==> config.mk <==
export PLATFORM = sky130hd
export DESIGN_NAME = fir_mc_tdm_flat
export DESIGN_NICKNAME = d
export VERILOG_FILES = /design/src/rtl/fir_mc_tdm_if.sv /design/src/rtl/fir_mc_tdm.sv /design/src/flat_wrapper.sv
export SDC_FILE = /design/constraint.sdc
export NUM_CORES = 2
export LEC_CHECK = 0
export CAP_MARGIN = 10
export CORE_ASPECT_RATIO = 0.8
export CORE_MARGIN = 2
export CORE_UTILIZATION = 55
export CTS_CLUSTER_DIAMETER = 40
export DETAILED_ROUTE_END_ITERATION = 10
export PLACE_DENSITY = 0.81
export REMOVE_ABC_BUFFERS = 1
export SETUP_SLACK_MARGIN = 0.1
export SYNTH_ARGS = -nofsm -noshare
export SYNTH_HDL_FRONTEND = slang
export SYNTH_SLANG_ARGS = --single-unit
==> constraint.sdc <==
create_clock -name CLK -period 20.6 [get_ports CLK]
set_input_delay 6.18 -clock CLK [delete_from_list [all_inputs] [get_ports CLK]]
set_output_delay 6.18 -clock CLK [all_outputs]
set_load 0.05 [all_outputs]
==> src/rtl/fir_mc_tdm_if.sv <==
// Bus bundle for fir_mc_tdm: frame strobe, sample inputs, coefficient port and filtered output.
// The master modport drives the filter; the slave modport is the filter side.
interface fir_mc_tdm_if #(
    parameter int unsigned BITSIZE    = 16,
    parameter int unsigned LENGTH     = 21,
    parameter int unsigned CH         = 4,
    parameter int unsigned COEFF_BITS = 16
);
    localparam int unsigned AW = (LENGTH > 1) ? $clog2(LENGTH) : 1;
    localparam int unsigned CW = (CH > 1) ? $clog2(CH) : 1;

    logic                    EN;
    logic                    START_FLAG;
    logic [CH*BITSIZE-1:0]   DATA_IN;
    logic                    COEFF_WE;
    logic [AW-1:0]           COEFF_ADDR;
    logic [COEFF_BITS-1:0]   COEFF_DATA;
    logic [BITSIZE-1:0]      DATA_OUT;
    logic [CW-1:0]           DATA_CH;
    logic                    DATA_VALID;
    logic                    BUSY;
    logic                    OVERRUN;

    modport master (
        output EN, START_FLAG, DATA_IN, COEFF_WE, COEFF_ADDR, COEFF_DATA,
        input  DATA_OUT, DATA_CH, DATA_VALID, BUSY, OVERRUN
    );

    modport slave (
        input  EN, START_FLAG, DATA_IN, COEFF_WE, COEFF_ADDR, COEFF_DATA,
        output DATA_OUT, DATA_CH, DATA_VALID, BUSY, OVERRUN
    );
endinterface

==> src/rtl/fir_mc_tdm.sv <==
// Multi-channel time-multiplexed FIR: one shared MAC walks CH channels per frame.
// Define FIR_MC_TDM_SATURATE_EN to clamp outputs instead of wrapping them.
module fir_mc_tdm #(
    parameter int unsigned BITSIZE    = 16,
    parameter int unsigned LENGTH     = 21,
    parameter int unsigned CH         = 4,
    parameter int unsigned COEFF_BITS = 16,
    parameter int unsigned COEFF_FRAC = 14
) (
    input logic           CLK,
    input logic           nRST,
    fir_mc_tdm_if.slave   bus
);
    localparam int unsigned AW   = (LENGTH > 1) ? $clog2(LENGTH) : 1;
    localparam int unsigned CW   = (CH > 1) ? $clog2(CH) : 1;
    localparam int unsigned PW   = BITSIZE + COEFF_BITS;
    localparam int unsigned ACCW = PW + $clog2(LENGTH);

    localparam logic [AW-1:0]                 T_LAST = AW'(LENGTH - 1);
    localparam logic [CW-1:0]                 C_LAST = CW'(CH - 1);
    localparam logic [AW:0]                   LEN_W  = (AW + 1)'(LENGTH);
    localparam logic signed [COEFF_BITS-1:0]  H_ONE  = COEFF_BITS'(1) << COEFF_FRAC;
    localparam logic signed [ACCW-1:0]        RND    = ACCW'(1) << (COEFF_FRAC - 1);
    localparam logic signed [ACCW-1:0]        SAT_MAX =
        {{(ACCW - BITSIZE + 1){1'b0}}, {(BITSIZE - 1){1'b1}}};
    localparam logic signed [ACCW-1:0]        SAT_MIN =
        {{(ACCW - BITSIZE + 1){1'b1}}, {(BITSIZE - 1){1'b0}}};

    typedef enum logic [1:0] {StIdle, StMac, StOut} state_e;

    state_e                        state_q, state_d;
    logic                          start_flag_q, start_flag_d;
    logic [CW-1:0]                 c_q, c_d;
    logic [AW-1:0]                 t_q, t_d;
    logic signed [ACCW-1:0]        acc_q, acc_d;
    logic signed [BITSIZE-1:0]     x_q [CH][LENGTH];
    logic signed [BITSIZE-1:0]     x_d [CH][LENGTH];
    logic signed [COEFF_BITS-1:0]  h_q [LENGTH];
    logic signed [COEFF_BITS-1:0]  h_d [LENGTH];
    logic [BITSIZE-1:0]            data_out_q, data_out_d;
    logic [CW-1:0]                 data_ch_q, data_ch_d;
    logic                          valid_q, valid_d;
    logic                          busy_q, busy_d;
    logic                          overrun_q, overrun_d;

    logic                          start;
    logic signed [PW-1:0]          prod;
    logic signed [ACCW-1:0]        rnd;
    logic signed [ACCW-1:0]        y;
    logic [BITSIZE-1:0]            y_red;

    always_comb begin
        start_flag_d = bus.START_FLAG;
        start        = bus.START_FLAG & ~start_flag_q;
        prod         = x_q[c_q][t_q] * h_q[t_q];
        rnd          = acc_q + RND;
        y            = rnd >>> COEFF_FRAC;
`ifdef FIR_MC_TDM_SATURATE_EN
        if (y > SAT_MAX)      y_red = SAT_MAX[BITSIZE-1:0];
        else if (y < SAT_MIN) y_red = SAT_MIN[BITSIZE-1:0];
        else                  y_red = y[BITSIZE-1:0];
`else
        y_red = y[BITSIZE-1:0];
`endif
    end

    always_comb begin
        state_d    = state_q;
        c_d        = c_q;
        t_d        = t_q;
        acc_d      = acc_q;
        x_d        = x_q;
        h_d        = h_q;
        data_out_d = data_out_q;
        data_ch_d  = data_ch_q;
        valid_d    = 1'b0;
        busy_d     = busy_q;
        overrun_d  = overrun_q;

        // A write in the same cycle as a start is visible to the first MAC cycle.
        if (bus.COEFF_WE && state_q == StIdle && {1'b0, bus.COEFF_ADDR} < LEN_W) begin
            h_d[bus.COEFF_ADDR] = bus.COEFF_DATA;
        end

        if (!bus.EN) begin
            state_d   = StIdle;
            busy_d    = 1'b0;
            overrun_d = 1'b0;
        end else begin
            if (start && state_q != StIdle) overrun_d = 1'b1;
            unique case (state_q)
                StIdle: begin
                    if (start) begin
                        for (int c = 0; c < int'(CH); c++) begin
                            for (int t = int'(LENGTH) - 1; t > 0; t--) x_d[c][t] = x_q[c][t-1];
                            x_d[c][0] = bus.DATA_IN[c*BITSIZE +: BITSIZE];
                        end
                        busy_d  = 1'b1;
                        c_d     = '0;
                        t_d     = '0;
                        state_d = StMac;
                    end
                end
                StMac: begin
                    acc_d = (t_q == '0) ? ACCW'(prod) : acc_q + ACCW'(prod);
                    if (t_q == T_LAST) begin
                        t_d     = '0;
                        state_d = StOut;
                    end else begin
                        t_d = t_q + 1'b1;
                    end
                end
                StOut: begin
                    data_out_d = y_red;
                    data_ch_d  = c_q;
                    valid_d    = 1'b1;
                    if (c_q == C_LAST) begin
                        busy_d  = 1'b0;
                        state_d = StIdle;
                    end else begin
                        c_d     = c_q + 1'b1;
                        state_d = StMac;
                    end
                end
                default: state_d = StIdle;
            endcase
        end
    end

    always_ff @(posedge CLK or negedge nRST) begin
        if (!nRST) begin
            state_q      <= StIdle;
            start_flag_q <= 1'b0;
            c_q          <= '0;
            t_q          <= '0;
            acc_q        <= '0;
            data_out_q   <= '0;
            data_ch_q    <= '0;
            valid_q      <= 1'b0;
            busy_q       <= 1'b0;
            overrun_q    <= 1'b0;
            for (int c = 0; c < int'(CH); c++) begin
                for (int t = 0; t < int'(LENGTH); t++) x_q[c][t] <= '0;
            end
            for (int t = 0; t < int'(LENGTH); t++) h_q[t] <= (t == 0) ? H_ONE : '0;
        end else begin
            state_q      <= state_d;
            start_flag_q <= start_flag_d;
            c_q          <= c_d;
            t_q          <= t_d;
            acc_q        <= acc_d;
            data_out_q   <= data_out_d;
            data_ch_q    <= data_ch_d;
            valid_q      <= valid_d;
            busy_q       <= busy_d;
            overrun_q    <= overrun_d;
            x_q          <= x_d;
            h_q          <= h_d;
        end
    end

    assign bus.DATA_OUT   = data_out_q;
    assign bus.DATA_CH    = data_ch_q;
    assign bus.DATA_VALID = valid_q;
    assign bus.BUSY       = busy_q;
    assign bus.OVERRUN    = overrun_q;
endmodule

==> src/flat_wrapper.sv <==
// flat-port wrapper written by rule: the top's interface ports become plain ports
module fir_mc_tdm_flat 
#(
    parameter int unsigned BITSIZE    = 16,
    parameter int unsigned LENGTH     = 21,
    parameter int unsigned CH         = 4,
    parameter int unsigned COEFF_BITS = 16,
    parameter int unsigned COEFF_FRAC = 14
)
  (CLK, nRST, bus_EN, bus_START_FLAG, bus_DATA_IN, bus_COEFF_WE, bus_COEFF_ADDR, bus_COEFF_DATA, bus_DATA_OUT, bus_DATA_CH, bus_DATA_VALID, bus_BUSY, bus_OVERRUN);
  fir_mc_tdm_if #(.BITSIZE(BITSIZE), .LENGTH(LENGTH), .CH(CH), .COEFF_BITS(COEFF_BITS)) bus_i ();
  input logic CLK;
  input logic nRST;
  input wire logic [$bits(bus_i.EN)-1:0] bus_EN;
  input wire logic [$bits(bus_i.START_FLAG)-1:0] bus_START_FLAG;
  input wire logic [$bits(bus_i.DATA_IN)-1:0] bus_DATA_IN;
  input wire logic [$bits(bus_i.COEFF_WE)-1:0] bus_COEFF_WE;
  input wire logic [$bits(bus_i.COEFF_ADDR)-1:0] bus_COEFF_ADDR;
  input wire logic [$bits(bus_i.COEFF_DATA)-1:0] bus_COEFF_DATA;
  output wire logic [$bits(bus_i.DATA_OUT)-1:0] bus_DATA_OUT;
  output wire logic [$bits(bus_i.DATA_CH)-1:0] bus_DATA_CH;
  output wire logic [$bits(bus_i.DATA_VALID)-1:0] bus_DATA_VALID;
  output wire logic [$bits(bus_i.BUSY)-1:0] bus_BUSY;
  output wire logic [$bits(bus_i.OVERRUN)-1:0] bus_OVERRUN;
  assign bus_i.EN = bus_EN;
  assign bus_i.START_FLAG = bus_START_FLAG;
  assign bus_i.DATA_IN = bus_DATA_IN;
  assign bus_i.COEFF_WE = bus_COEFF_WE;
  assign bus_i.COEFF_ADDR = bus_COEFF_ADDR;
  assign bus_i.COEFF_DATA = bus_COEFF_DATA;
  assign bus_DATA_OUT = bus_i.DATA_OUT;
  assign bus_DATA_CH = bus_i.DATA_CH;
  assign bus_DATA_VALID = bus_i.DATA_VALID;
  assign bus_BUSY = bus_i.BUSY;
  assign bus_OVERRUN = bus_i.OVERRUN;
  fir_mc_tdm #(.BITSIZE(BITSIZE), .LENGTH(LENGTH), .CH(CH), .COEFF_BITS(COEFF_BITS), .COEFF_FRAC(COEFF_FRAC)) u_core (.CLK(CLK), .nRST(nRST), .bus(bus_i));
endmodule
Word-level counts from Yosys, hierarchy flattened
Index checks and enable logic that the tools add are counted.
{ "classes": {"n_addsub": 4, "n_mul": 1, "n_lt_le_gt_ge": 5, "eq_ne": 11, "n_mux": 32, "n_bitwise": 5, "reduce_logical": 16} }
{ "op_table": {"columns": ["operator", "n"], "rows": [
  ["$bmux W336 S2", 1],
  ["$mux W336", 2],
  ["$bwmux W336", 1],
  ["$bmux W16 S5", 2],
  ["$demux W16 S5", 1],
  ["$mux W16", 5],
  ["$add A37 B32 Y37", 1],
  ["$mux W37", 1],
  ["$mul A16 B16 Y32", 1],
  ["$add A30 B15 Y30 const B", 1],
  ["$ge A6 B6 Y1 const B", 2],
  ["$not A5 Y6", 2],
  ["$mux W2", 5],
  ["$mux W5", 2],
  ["$pmux W5 S2", 1],
  ["$ne A3 B2 Y1 const B", 3],
  ["$reduce_and A3 Y1", 3],
  ["$mux W1", 8],
  ["$lt A6 B1 Y1 const B", 1],
  ["$pmux W2 S3", 1],
  ["$reduce_and A2 Y1", 3],
  ["$reduce_bool A2 Y1", 3],
  ["$add A5 B1 Y5 const B", 1],
  ["$eq A5 B5 Y1 const B", 1],
  ["17 further kinds", 22]
]} }
{ "totals": {"regBits": 1748, "input_bits": 90, "output_inout_bits": 21, "word_cells": 189} }

Logic depth before layout (Yosys ltp)
{ "logic_depth": {"depth_word": 10, "ltp_mapped": 50, "mapped_depth_nobuf": 41} }

Least setup slack after synthesis
No wires, ideal clock.
{ "synth_timing": {"path_type": "flip-flop to flip-flop", "startpoint": "register u_core.c_q[1]", "endpoint": "register u_core.acc_q[29]", "setup_time_ps": 121, "t_arrival_ps": 10346, "required_ps": 20479, "path_slack_ps": 10132, "stages_incl_launch_ff": 47, "n_path_buf": 7, "synth_period_minus_slack_ps": 10468, "cell_sequence": "dfrtp_1 buf_2 buf_2 buf_2 buf_1 buf_1 clkbuf_1 mux4_2 mux4_2 a22oi_1 nor2_1 a21oi_1 buf_2 nor2_1 fa_1 inv_1 fa_1 fa_1 [11 not listed] o21a_1 o21ai_0 nand2_1 a21o_1 a21oi_1 xnor2_1 ha_1 o21a_1 o21ai_0 nand2b_1 a21oi_1 a41oi_1 a221oi_1 o21ai_0 o41ai_1 or3_1 o2111a_1 nand2_1"} }
{ "synth_via": {"elab_chain_len": 10} }
{ "synth_lines": {"columns": ["item", "line_no", "text"], "rows": [
  ["start, declared", "fir_mc_tdm.sv:33", "logic [CW-1:0] c_q, c_d;"],
  ["start signal, assigned", "fir_mc_tdm.sv:134", "c_q <= '0;"],
  ["start signal, assigned", "fir_mc_tdm.sv:149", "c_q <= c_d;"],
  ["$not A2 Y3 (implied by the code) *", "fir_mc_tdm.sv:55", "prod = x_q[c_q][t_q] * h_q[t_q];"],
  ["$bmux W336 S2 *", "fir_mc_tdm.sv:55", null],
  ["$mux W336 (implied by the code) * (2 in series)", "fir_mc_tdm.sv:55", null],
  ["$bmux W16 S5 *", "fir_mc_tdm.sv:55", null],
  ["$mux W16 (implied by the code) * (2 in series)", "fir_mc_tdm.sv:55", null],
  ["$mul A16 B16 Y32 *", "fir_mc_tdm.sv:55", null],
  ["$add A37 B32 Y37", "fir_mc_tdm.sv:105", "acc_d = (t_q == '0) ? ACCW'(prod) : acc_q + ACCW'(prod);"],
  ["$mux W37 *", "fir_mc_tdm.sv:105", null],
  ["end signal, assigned", "fir_mc_tdm.sv:136", "acc_q <= '0;"],
  ["end signal, assigned", "fir_mc_tdm.sv:151", "acc_q <= acc_d;"],
  ["end, declared", "fir_mc_tdm.sv:35", "logic signed [ACCW-1:0] acc_q, acc_d;"]
]} }
Mark *: on every way between the ends. The rest lies on a longest branch, timed or not. The select of a mux whose other input is x is not followed.
A chain may end at the register's enable or synchronous reset.

Worst setup path in the final report
{ "layout_timing": {"startpoint": "register u_core.c_q[0]", "endpoint": "register u_core.acc_q[29]"} }
Same word-level chain as after synthesis.

==> metrics <==
Clk pin slew, worst setup/hold paths=0.06 ns; Die Y=363 um; Bufs on Longest Clock Path=3; number of setup buffers added after CTS=0; via/cell ratio=6.05; Die Wd=about 450 um; Post-synth EDFFs=0; initial antenna violation count=2; post-synthesis cell count=about 6000; Finished Layout Cells=between 8000 and 9000; Max Cap Viol=0; post-cts resize count=0; first-pass GRT wire length=around 300 mm; status=finished, final reports clean; fmax=just under 80 MHz; Slowest cell on crit path=a21oi_1; Crit Path Class=flip-flop to flip-flop; Initial DRT Pass Iterations=8; CTS tree=yes; CTS H-tree depth=4; crit path max fanout=roughly 110; Avg Cell Area, Syn=about 15 um2; hold_buf cts=0; HPWL after DPL=around 120 mm; crit start category=flip-flop; grt total ovfl=0; crit-path leading delay family=compound AO/OA/AOI/OAI gates; Arr. time, crit path=between 10 and 15 ns; Root Buffer=clkbuf_16; Nets=6438; Hold Crit Endpoint=u_core.bus.DATA_OUT[5]; Reg area=around 44000 um2; area of the mapped netlist=88800 um2; full die area=between 150000 and 200000 um2; Slew HR=0.189; antenna viol nets, final=0; endpoint class of the critical path=flip-flop; Tcrit/Tclk final=0.630; Initial Util=0.555; Tot GR Track Use=0.231; hold crit path type=flip-flop to flip-flop; clk sinks=1741; most common cell after layout, fill and taps aside=dfrtp_1; GP Congestion=roughly 0.92; Syn. warnings=0; fill count=11343; core area=160000 um2; Std-Cell Rows=131; top cell type's share of synthesized area=0.490; DRC errors left=0; cell taking the most area after synthesis=dfrtp_1; Final setup viols=0; min-delay src=u_core.bus.DATA_OUT[5]; Via Count=~50000; post-placement cell count=slightly below 8000; area taken by multi-input logic gates=between 40000 and 50000 um2; Layout area overhead=11.3%; top post-synthesis cells by area=dfrtp_1, mux2_2, mux4_2; vias in the first global route=between 50000 and 60000; Final Cell Area=slightly below 100000 um2; RR Endpoint=u_core.acc_q[29]; Least-Margin Pin Slew=around 1.2 ns; routed wire length per instance=22.4 um; layout cells sized above 1=0.433; setup TNS=0 ns; fin. max-slew vios=0; skew final=0.0962 ns; slowest cell delay on critical path=around 0.95 ns; count of input and output buffers=between 100 and 150; Inserted Clock Buffers=~190; post-layout util=0.618; Final min period=roughly 13 ns; routed wire length=185 mm; Distinct cells, synth=between 70 and 80; RSZ-0062 raised after global routing=false; Synth Flop Type=dfrtp_1; sequential share of the synthesized area=0.491; commonest cells after routing, fill and taps aside=dfrtp_1, mux2_2, mux4_2; DRT iter0 DRCs=a little over 4000; Final Hold Fails=0; post-synthesis register bit count=between 1500 and 2000; Reg2Reg Depth=35; Critical Path RT=roughly 21 ns; Hold Path Stages=2; R2R setup slack=roughly 7.6 ns; Area after DPL=a little over 90000 um2; Async SR Flop Fraction=1.00; largest net degree at the start of global routing=193; clock insertion delay at the later pin of the skew report=between 0.8 and 0.9 ns; Ports=between 100 and 150; R2R Path Start=u_core.c_q[0]; worst path bufs/invs=8
==> layer usage <==
metal	global-route usage	up-vias	wire length [um]
met1	0.332	26864	82100
met3	0.0428	283	9950
met2	0.366	1205	89400
met5	0	-	13
met4	0.0590	2	3820
li1	-	21705	-
==> flip-flops by register name, indices dropped and copies added, names as in the netlist <==
| register | cells |
|---|---|
| u_core.acc_q | 30 |
| u_core.bus.BUSY | 1 |
| u_core.bus.DATA_CH | 2 |
| u_core.bus.DATA_OUT | 16 |
| u_core.bus.DATA_VALID | 1 |
| u_core.bus.OVERRUN | 1 |
| u_core.c_q | 2 |
| u_core.h_q | 336 |
| u_core.start_flag_q | 1 |
| u_core.state_q | 2 |
| u_core.t_q | 5 |
| u_core.x_q | 1344 |
==> cell type report <==
type                       count  share of cell area
antenna                        1           0.0000253
clock buffer                 252              0.0547
clock inverter               104              0.0168
inverter                     317              0.0121
multi-input combinational   3531               0.429
sequential                  1741               0.441
tap                         2128              0.0269
timing repair buffer         201              0.0195
==> tightest hold or removal path: stages (launching register included) <==
cell	delay (ns)
dfrtp_1	0.34
nand2_1	0.05
o21ai_0	0.06
==> metrics by stage <==
step / hold slack, ns / setup WS [ns]
global placement: 0.469 / 7.96
CTS: 0.488 / 7.60
global route: 0.511 / 6.62
floorplan: 0.456 / -19.61
detailed placement: 0.475 / 7.71
finish: 0.484 / 7.62
==> how the worst max path moves through the flow <==
stage | startpoint | endpoint | slack, ns | depth (start not counted)
finish | u_core.c_q[0] | u_core.acc_q[29] | 7.62 | 35
global route | u_core.c_q[0] | u_core.acc_q[29] | 6.62 | 42
CTS | u_core.c_q[0] | u_core.acc_q[29] | 7.60 | 35
detailed placement | u_core.c_q[0] | u_core.acc_q[29] | 7.71 | 35
global placement | u_core.c_q[0] | u_core.acc_q[29] | 7.96 | 35
floorplan | bus_START_FLAG | u_core.x_q[0] | -19.61 | 4
==> cell usage after synthesis (10+ instances only) <==
cell type	count
a21o_1	27
a21oi_1	74
a221oi_1	10
a22oi_1	17
and2_1	10
and3_1	12
buf_1	26
buf_2	53
buf_4	18
clkbuf_1	276
dfrtp_1	1740
fa_1	249
ha_1	115
inv_1	308
mux2_2	1684
mux2i_1	17
mux4_2	512
nand2_1	205
nand2b_1	12
nand3_1	33
nor2_1	206
nor2b_1	28
nor3_1	20
o21ai_0	76
o21ai_1	10
xnor2_1	49
xor2_1	30
==> kinds of logic (layout without fill, tap and decap cells) <==
group | Yosys count | in the layout | synth area share
buffers and inverters | 705 | 874 | 0.0330
xor gates and xnor gates | 79 | 79 | 0.00779
muxes | 2216 | 2216 | 0.346
adders and majority gates | 364 | 364 | 0.0723
other | 0 | 1 | 0
and+or+nand+nor | 570 | 570 | 0.0283
DFF | 1741 | 1741 | 0.491
AOI/OAI and AO/OA | 302 | 302 | 0.0219
Power is left out: the tool's default activity adds up to more than one toggle a clock period on the data nets, which glitch-free logic cannot reach.
